[src/rtl/dm_port_arbiter.sv]
// Data-memory port arbiter: shares the single-port DM between the M-stage
// access and a DMA/debug requester. One transaction in flight at a time,
// sequenced IDLE -> ISSUE -> WAIT -> RESP. CPU has priority; a starvation
// counter forces a DMA grant after STARVE_MAX consecutive CPU grants.
module dm_port_arbiter #(
    parameter int unsigned AW         = 10,
    parameter int unsigned MEM_LAT    = 1,
    parameter int unsigned STARVE_MAX = 4
) (
    input  logic          clk,
    input  logic          rst,
    input  logic          cpu_req,
    input  logic          cpu_we,
    input  logic [AW-1:0] cpu_addr,
    input  logic [3:0]    cpu_be,
    input  logic [31:0]   cpu_wdata,
    output logic [31:0]   cpu_rdata,
    output logic          cpu_stall,
    input  logic          dma_req,
    input  logic          dma_we,
    input  logic [AW-1:0] dma_addr,
    input  logic [3:0]    dma_be,
    input  logic [31:0]   dma_wdata,
    output logic          dma_ack,
    output logic [31:0]   dma_rdata,
    output logic          mem_req,
    output logic          mem_we,
    output logic [AW-1:0] mem_addr,
    output logic [3:0]    mem_be,
    output logic [31:0]   mem_wdata,
    input  logic [31:0]   mem_rdata,
    output logic          busy
);

    localparam logic [1:0] StIdle  = 2'd0;
    localparam logic [1:0] StIssue = 2'd1;
    localparam logic [1:0] StWait  = 2'd2;
    localparam logic [1:0] StResp  = 2'd3;

    localparam logic OwnCpu = 1'b0;
    localparam logic OwnDma = 1'b1;

    localparam logic [2:0] LatLoad   = 3'(MEM_LAT - 1);
    localparam logic [3:0] StarveMax = 4'(STARVE_MAX);

    logic [1:0]    state_q, state_d;
    logic [2:0]    cnt_q;
    logic          owner_q;
    logic [3:0]    starve_q;
    logic          mem_we_q;
    logic [AW-1:0] mem_addr_q;
    logic [3:0]    mem_be_q;
    logic [31:0]   mem_wdata_q;
    logic [31:0]   cpu_rdata_q;
    logic [31:0]   dma_rdata_q;

    logic          any_req;
    logic          dma_win;
    logic          grant;
    logic          capture;

    // Arbitration and next-state decode
    always_comb begin
        any_req = cpu_req | dma_req;
        // DMA wins when alone, or when it has been passed over STARVE_MAX times
        dma_win = dma_req & (~cpu_req | (starve_q == StarveMax));
        grant   = (state_q == StIdle) & any_req;
        capture = (state_q == StWait) & (cnt_q == 3'd0) & ~mem_we_q;
        state_d = state_q;
        unique case (state_q)
            StIdle:  if (any_req) state_d = StIssue;
            StIssue: state_d = StWait;
            StWait:  if (cnt_q == 3'd0) state_d = StResp;
            StResp:  state_d = StIdle;
            default: state_d = StIdle;
        endcase
    end

    // Sequencer state, latency counter, owner and starvation counter
    always_ff @(posedge clk) begin
        if (rst) begin
            state_q  <= StIdle;
            cnt_q    <= 3'd0;
            owner_q  <= OwnCpu;
            starve_q <= 4'd0;
        end else begin
            state_q <= state_d;
            if (grant) begin
                owner_q <= dma_win ? OwnDma : OwnCpu;
                if (dma_win) begin
                    starve_q <= 4'd0;
                end else if (dma_req && (starve_q != StarveMax)) begin
                    starve_q <= starve_q + 4'd1;
                end
            end
            if (state_q == StIssue) begin
                cnt_q <= LatLoad;
            end else if ((state_q == StWait) && (cnt_q != 3'd0)) begin
                cnt_q <= cnt_q - 3'd1;
            end
        end
    end

    // Register the winner's command toward the memory
    always_ff @(posedge clk) begin
        if (rst) begin
            mem_we_q    <= 1'b0;
            mem_addr_q  <= '0;
            mem_be_q    <= 4'd0;
            mem_wdata_q <= 32'd0;
        end else if (grant) begin
            mem_we_q    <= dma_win ? dma_we    : cpu_we;
            mem_addr_q  <= dma_win ? dma_addr  : cpu_addr;
            mem_be_q    <= dma_win ? dma_be    : cpu_be;
            mem_wdata_q <= dma_win ? dma_wdata : cpu_wdata;
        end
    end

    // Capture read data for the owner on the last wait cycle
    always_ff @(posedge clk) begin
        if (rst) begin
            cpu_rdata_q <= 32'd0;
            dma_rdata_q <= 32'd0;
        end else if (capture) begin
            if (owner_q == OwnDma) begin
                dma_rdata_q <= mem_rdata;
            end else begin
                cpu_rdata_q <= mem_rdata;
            end
        end
    end

    assign mem_req   = (state_q == StIssue);
    assign mem_we    = mem_we_q;
    assign mem_addr  = mem_addr_q;
    assign mem_be    = mem_be_q;
    assign mem_wdata = mem_wdata_q;
    assign cpu_rdata = cpu_rdata_q;
    assign dma_rdata = dma_rdata_q;
    assign busy      = (state_q != StIdle);

    // Completion signalling is suppressed while reset is held
    assign cpu_stall = cpu_req & ~((state_q == StResp) & (owner_q == OwnCpu)) & ~rst;
    assign dma_ack   = (state_q == StResp) & (owner_q == OwnDma) & ~rst;

endmodule
[config.mk]
export PLATFORM = sky130hd
export DESIGN_NAME = dm_port_arbiter
export DESIGN_NICKNAME = d
export VERILOG_FILES = /design/src/rtl/dm_port_arbiter.sv
export SDC_FILE = /design/constraint.sdc
export NUM_CORES = 1
export LEC_CHECK = 0
export ABC_CLOCK_PERIOD_IN_PS = 1850
export BUFFER_PORTS_ARGS = -buffer_cell sky130_fd_sc_hd__buf_2
export CORE_AREA = 3 3 114 116
export DETAILED_ROUTE_END_ITERATION = 7
export DIE_AREA = 0 0 117 119
export PLACE_DENSITY = 0.71
export SETUP_SLACK_MARGIN = 0.02
export SYNTH_ARGS = -nofsm -noshare
export SYNTH_HDL_FRONTEND = slang
export SYNTH_SLANG_ARGS = --single-unit
[constraint.sdc]
create_clock -name clk -period 1.85 [get_ports clk]
set_input_delay 0.185 -clock clk [delete_from_list [all_inputs] [get_ports clk]]
set_output_delay 0.185 -clock clk [all_outputs]
set_load 0.01 [all_outputs]
==> impl_metrics.py <==
metrics = {
    "yosys": {
        "synthTopCellsByArea": "dfxtp_1 50%, nand2_1 18%, a311oi_1 8.5%",
        "seq_area_frac_synth_pct": 50.26,
        "synth_common_cells": "229 x nand2_1, 121 x dfxtp_1, 68 x a21oi_1",
        "synth_enable_flop_cells": 0,
        "syn_nets": 751,
        "synth.distinct_cells": 32,
        "synth_most_common_cell": "nand2_1",
        "synth.largest_area_cell": "dfxtp_1",
        "ys_ff_latch": 121,
        "synth_flop_cell": "dfxtp_1",
        "syn_inst": 613,
        "synth_top_area_share_pct": 50.26,
        "netlist_area_mm2": 0.004820,
        "synthArstFlopShare_pct": 0,
        "ys.warnings.count": 0,
        "synth_area_per_cell_um2": 7.862,
    },
    "cts": {
        "clk_path_buf_depth": 2,
        "clk_pin_slew_worst_paths_ps": 50,
        "cts_made_buffers": 17,
        "htreeDepth": 4,
        "clock-sinks": 121,
        "cts_tree": "yes",
        "clock_latency_ps": 410,
        "root_buffer": "clkbuf_16",
        "hold_buffers": 0,
    },
    "final_layout": {
        "area_delta_synth_final_pct": 43.85,
        "drive_above_1_share_pct": 34.62,
        "final_cells": 1005,
        "num_antenna_cells": 0,
        "nets": 983,
    },
    "global_route": {
        "grt_pass1_wl_um": 22130,
        "grt_max_degree": 49,
        "grt_overflow": 0,
        "antenna_found_initial": 0,
        "grt_util_met3_pct": 7.520,
        "grt_use_met1_pct": 24.83,
        "grtUsageMet2_pct": 31.69,
        "grt_busiest_layer": "met2",
        "grtUsageTotal_pct": 20.05,
        "grt_pass1_vias": 4472,
    },
    "worst_setup_path": {
        "worst_setup_path_end_kind": "flip-flop",
        "arrival_ps": 2060,
        "critical_path.cell_chain": "inv_1 > ha_1 > nand3b_1 > nand2_1 > or4_1 > a31oi_1",
        "worst-path-max-fanout": 5,
        "required_ps": 2180,
        "reg2reg_setup_slack_ps": 120,
        "start_kind": "flip-flop",
        "r2r_end": "starve_q[3]",
        "r2r_start": "starve_q[0]",
        "critPathTopFamily": "simple AND/OR/NAND/NOR gates",
        "path_buf_inv": 1,
        "slowest_stage": "or4_1",
        "crit_path_max_incr_delay_ps": 510,
        "crit_type": "flip-flop to flip-flop",
        "reg2reg_depth": 6,
    },
    "floorplan": {
        "ioPinCount": 245,
        "start_util_pct": 40.12,
        "dieArea_mm2": 0.01392,
        "core_mm2": 0.01201,
        "die_y_um": 119,
        "rows": 40,
        "die_w_um": 117,
    },
    "sta": {
        "final-hold-violation-count": 0,
        "worst_pin_slew_ps": 445.5,
        "setup_tns_ps": 0,
        "fin_worst_skew_ps": 7.670,
        "rsz0062_at_grt": "true",
        "fmax_mhz": 578.2,
        "fin_crit_ps": 1729,
        "setup_viol": 0,
        "min_period_over_period_pct": 93.49,
        "finalMaxSlewViolations": 0,
        "relSlewSlack_pct": 70.30,
    },
    "job": {
        "drv_cap": 0,
    },
    "power_and_ir_drop": {
        "power_frac_seq_pct": 34.8,
        "comb_power_share_pct": 30.2,
        "power_density_mw_per_mm2": 1448,
        "internal_power_mw": 6.827,
        "p_sw_share_pct": 31.98,
        "clockPowerShare_pct": 35.0,
        "peakVddDrop_uv": 830.0,
        "p_leak_nw": 3.213,
        "power.switching_mw": 3.209,
    },
    "place": {
        "dp_cells": 968,
        "dp_hpwl_um": 10040,
        "place.port_buffers": 244,
        "place_congestion": 0.7885,
    },
    "route": {
        "via_count": 4992,
        "drt_iter0_drc": 352,
        "drt-total-wl_um": 14690,
        "ant_nets": 0,
        "wl_per_cell_um": 14.62,
        "avgViaCountPerCell": 4.967,
        "first_pass_iters": 5,
        "drc": 0,
    },
    "min_path": {
        "hp-class": "input pin to flip-flop",
        "hold_start": "mem_rdata[14]",
        "min_path_cells": 3,
        "min_to": "cpu_rdata[14]",
    },
    "outcome": {
        "status": "complete, no violations",
    },
}
[routing by layer]
| layer | share of wire (%) | vias up |
|---|---|---|
| met5 | 0 | - |
| met1 | 42 | 2237 |
| met4 | 1.2 | 0 |
| li1 | - | 2522 |
| met3 | 9.1 | 16 |
| met2 | 48 | 217 |
[layout by cell type (no fill, tap or decap), types with 2 or more instances in the layout]
cell        netlist  layout
clkbuf_1         27       2
a21oi_1          68      68
mux2i_1           2       2
dfxtp_1         121     121
nand3_1           3       3
nor3_1            5       5
nand2_1         229     229
nor2_1           54      54
a311oi_1         47      47
buf_2            15     243
bufinv_16         0       4
and2_1            2       2
clkbuf_16         0      20
ha_1              8       7
inv_1             7       7
clkinvlp_4        0       3
nand2b_1          2       2
clkbuf_8          0       3
buf_12            0       7
buf_4             3       7
[final cells by class]
type / instances / area (µm²)
fill: 1136 / 5079
sequential: 121 / 2422
multi-input combinational: 437 / 2162
timing repair buffer: 261 / 1499
clock buffer: 22 / 474.2
tap: 147 / 183.9
clock inverter: 10 / 165.2
inverter: 7 / 26.28
[power groups by stage]
stage / combinational [mW] / clock [mW] / sequential [mW]
2_1_floorplan: 1.48 / 0 / 3.77
3_3_place_gp: 2.88 / 0 / 3.52
3_5_place_dp: 2.90 / 0 / 3.53
4_1_cts: 2.90 / 3.59 / 3.49
5_1_grt: 3.36 / 3.71 / 3.56
6_report: 3.03 / 3.51 / 3.49
[through the flow]
stage	worst slack, ps	hold WS (ps)	area [µm²]	utilization [%]	power (mW)
finish	120.5	22.11	6933	57.72	10.04
global route	7.829	6.371	6933	57.72	10.63
detailed placement	102.3	442.0	6187	51.51	6.428
floorplan	284.5	321.0	4820	-	5.249
CTS	105.7	6.014	6827	56.83	9.978
global placement	196.8	437.6	6187	51.51	6.394
[logic make-up (layout without fill, tap and decap cells)]
logic type / Yosys count / in the layout / synth area share (%)
fa+ha+maj: 8 / 8 / 2.077
mux: 2 / 2 / 0.4154
flops: 121 / 121 / 50.26
simple gates: 305 / 305 / 25.00
compound gates: 121 / 121 / 16.69
buf+inv: 55 / 300 / 5.374
xor+xnor: 1 / 1 / 0.1818
[worst max path at each step]
stage / startpoint / end / slack [ps] / depth (start not counted)
finish: starve_q[0] / starve_q[3] / 120 / 6
global route: starve_q[0] / starve_q[3] / 8 / 6
CTS: starve_q[0] / mem_wdata[16] / 110 / 7
detailed placement: starve_q[0] / mem_wdata[16] / 100 / 7
global placement: state_q[0] / mem_wdata[1] / 200 / 7
floorplan: state_q[0] / cpu_rdata[18] / 280 / 7
[repair_timing]
action                                  CTS  global route
buffers inserted                          0             2
resized for setup                         0             5
endpoints found under the setup margin    0            55
[state kept, by name, summed over array words and instances, names as in the netlist]
name and cells:
cpu_rdata 32, dma_rdata 32, mem_wdata 32, mem_addr 10
mem_be 4, starve_q 4, cnt_q 3, state_q 2
mem_we 1, owner_q 1
[tightest hold or removal path, delay by kind of cell]
| family | cells | cell delay (ps) |
|---|---|---|
| buffers and inverters | 1 | 110 |
| AND/OR/NAND/NOR | 1 | 50 |
| AO/OA/AOI/OAI | 1 | 50 |
Note: power is estimated with default switching activity, not from simulation.
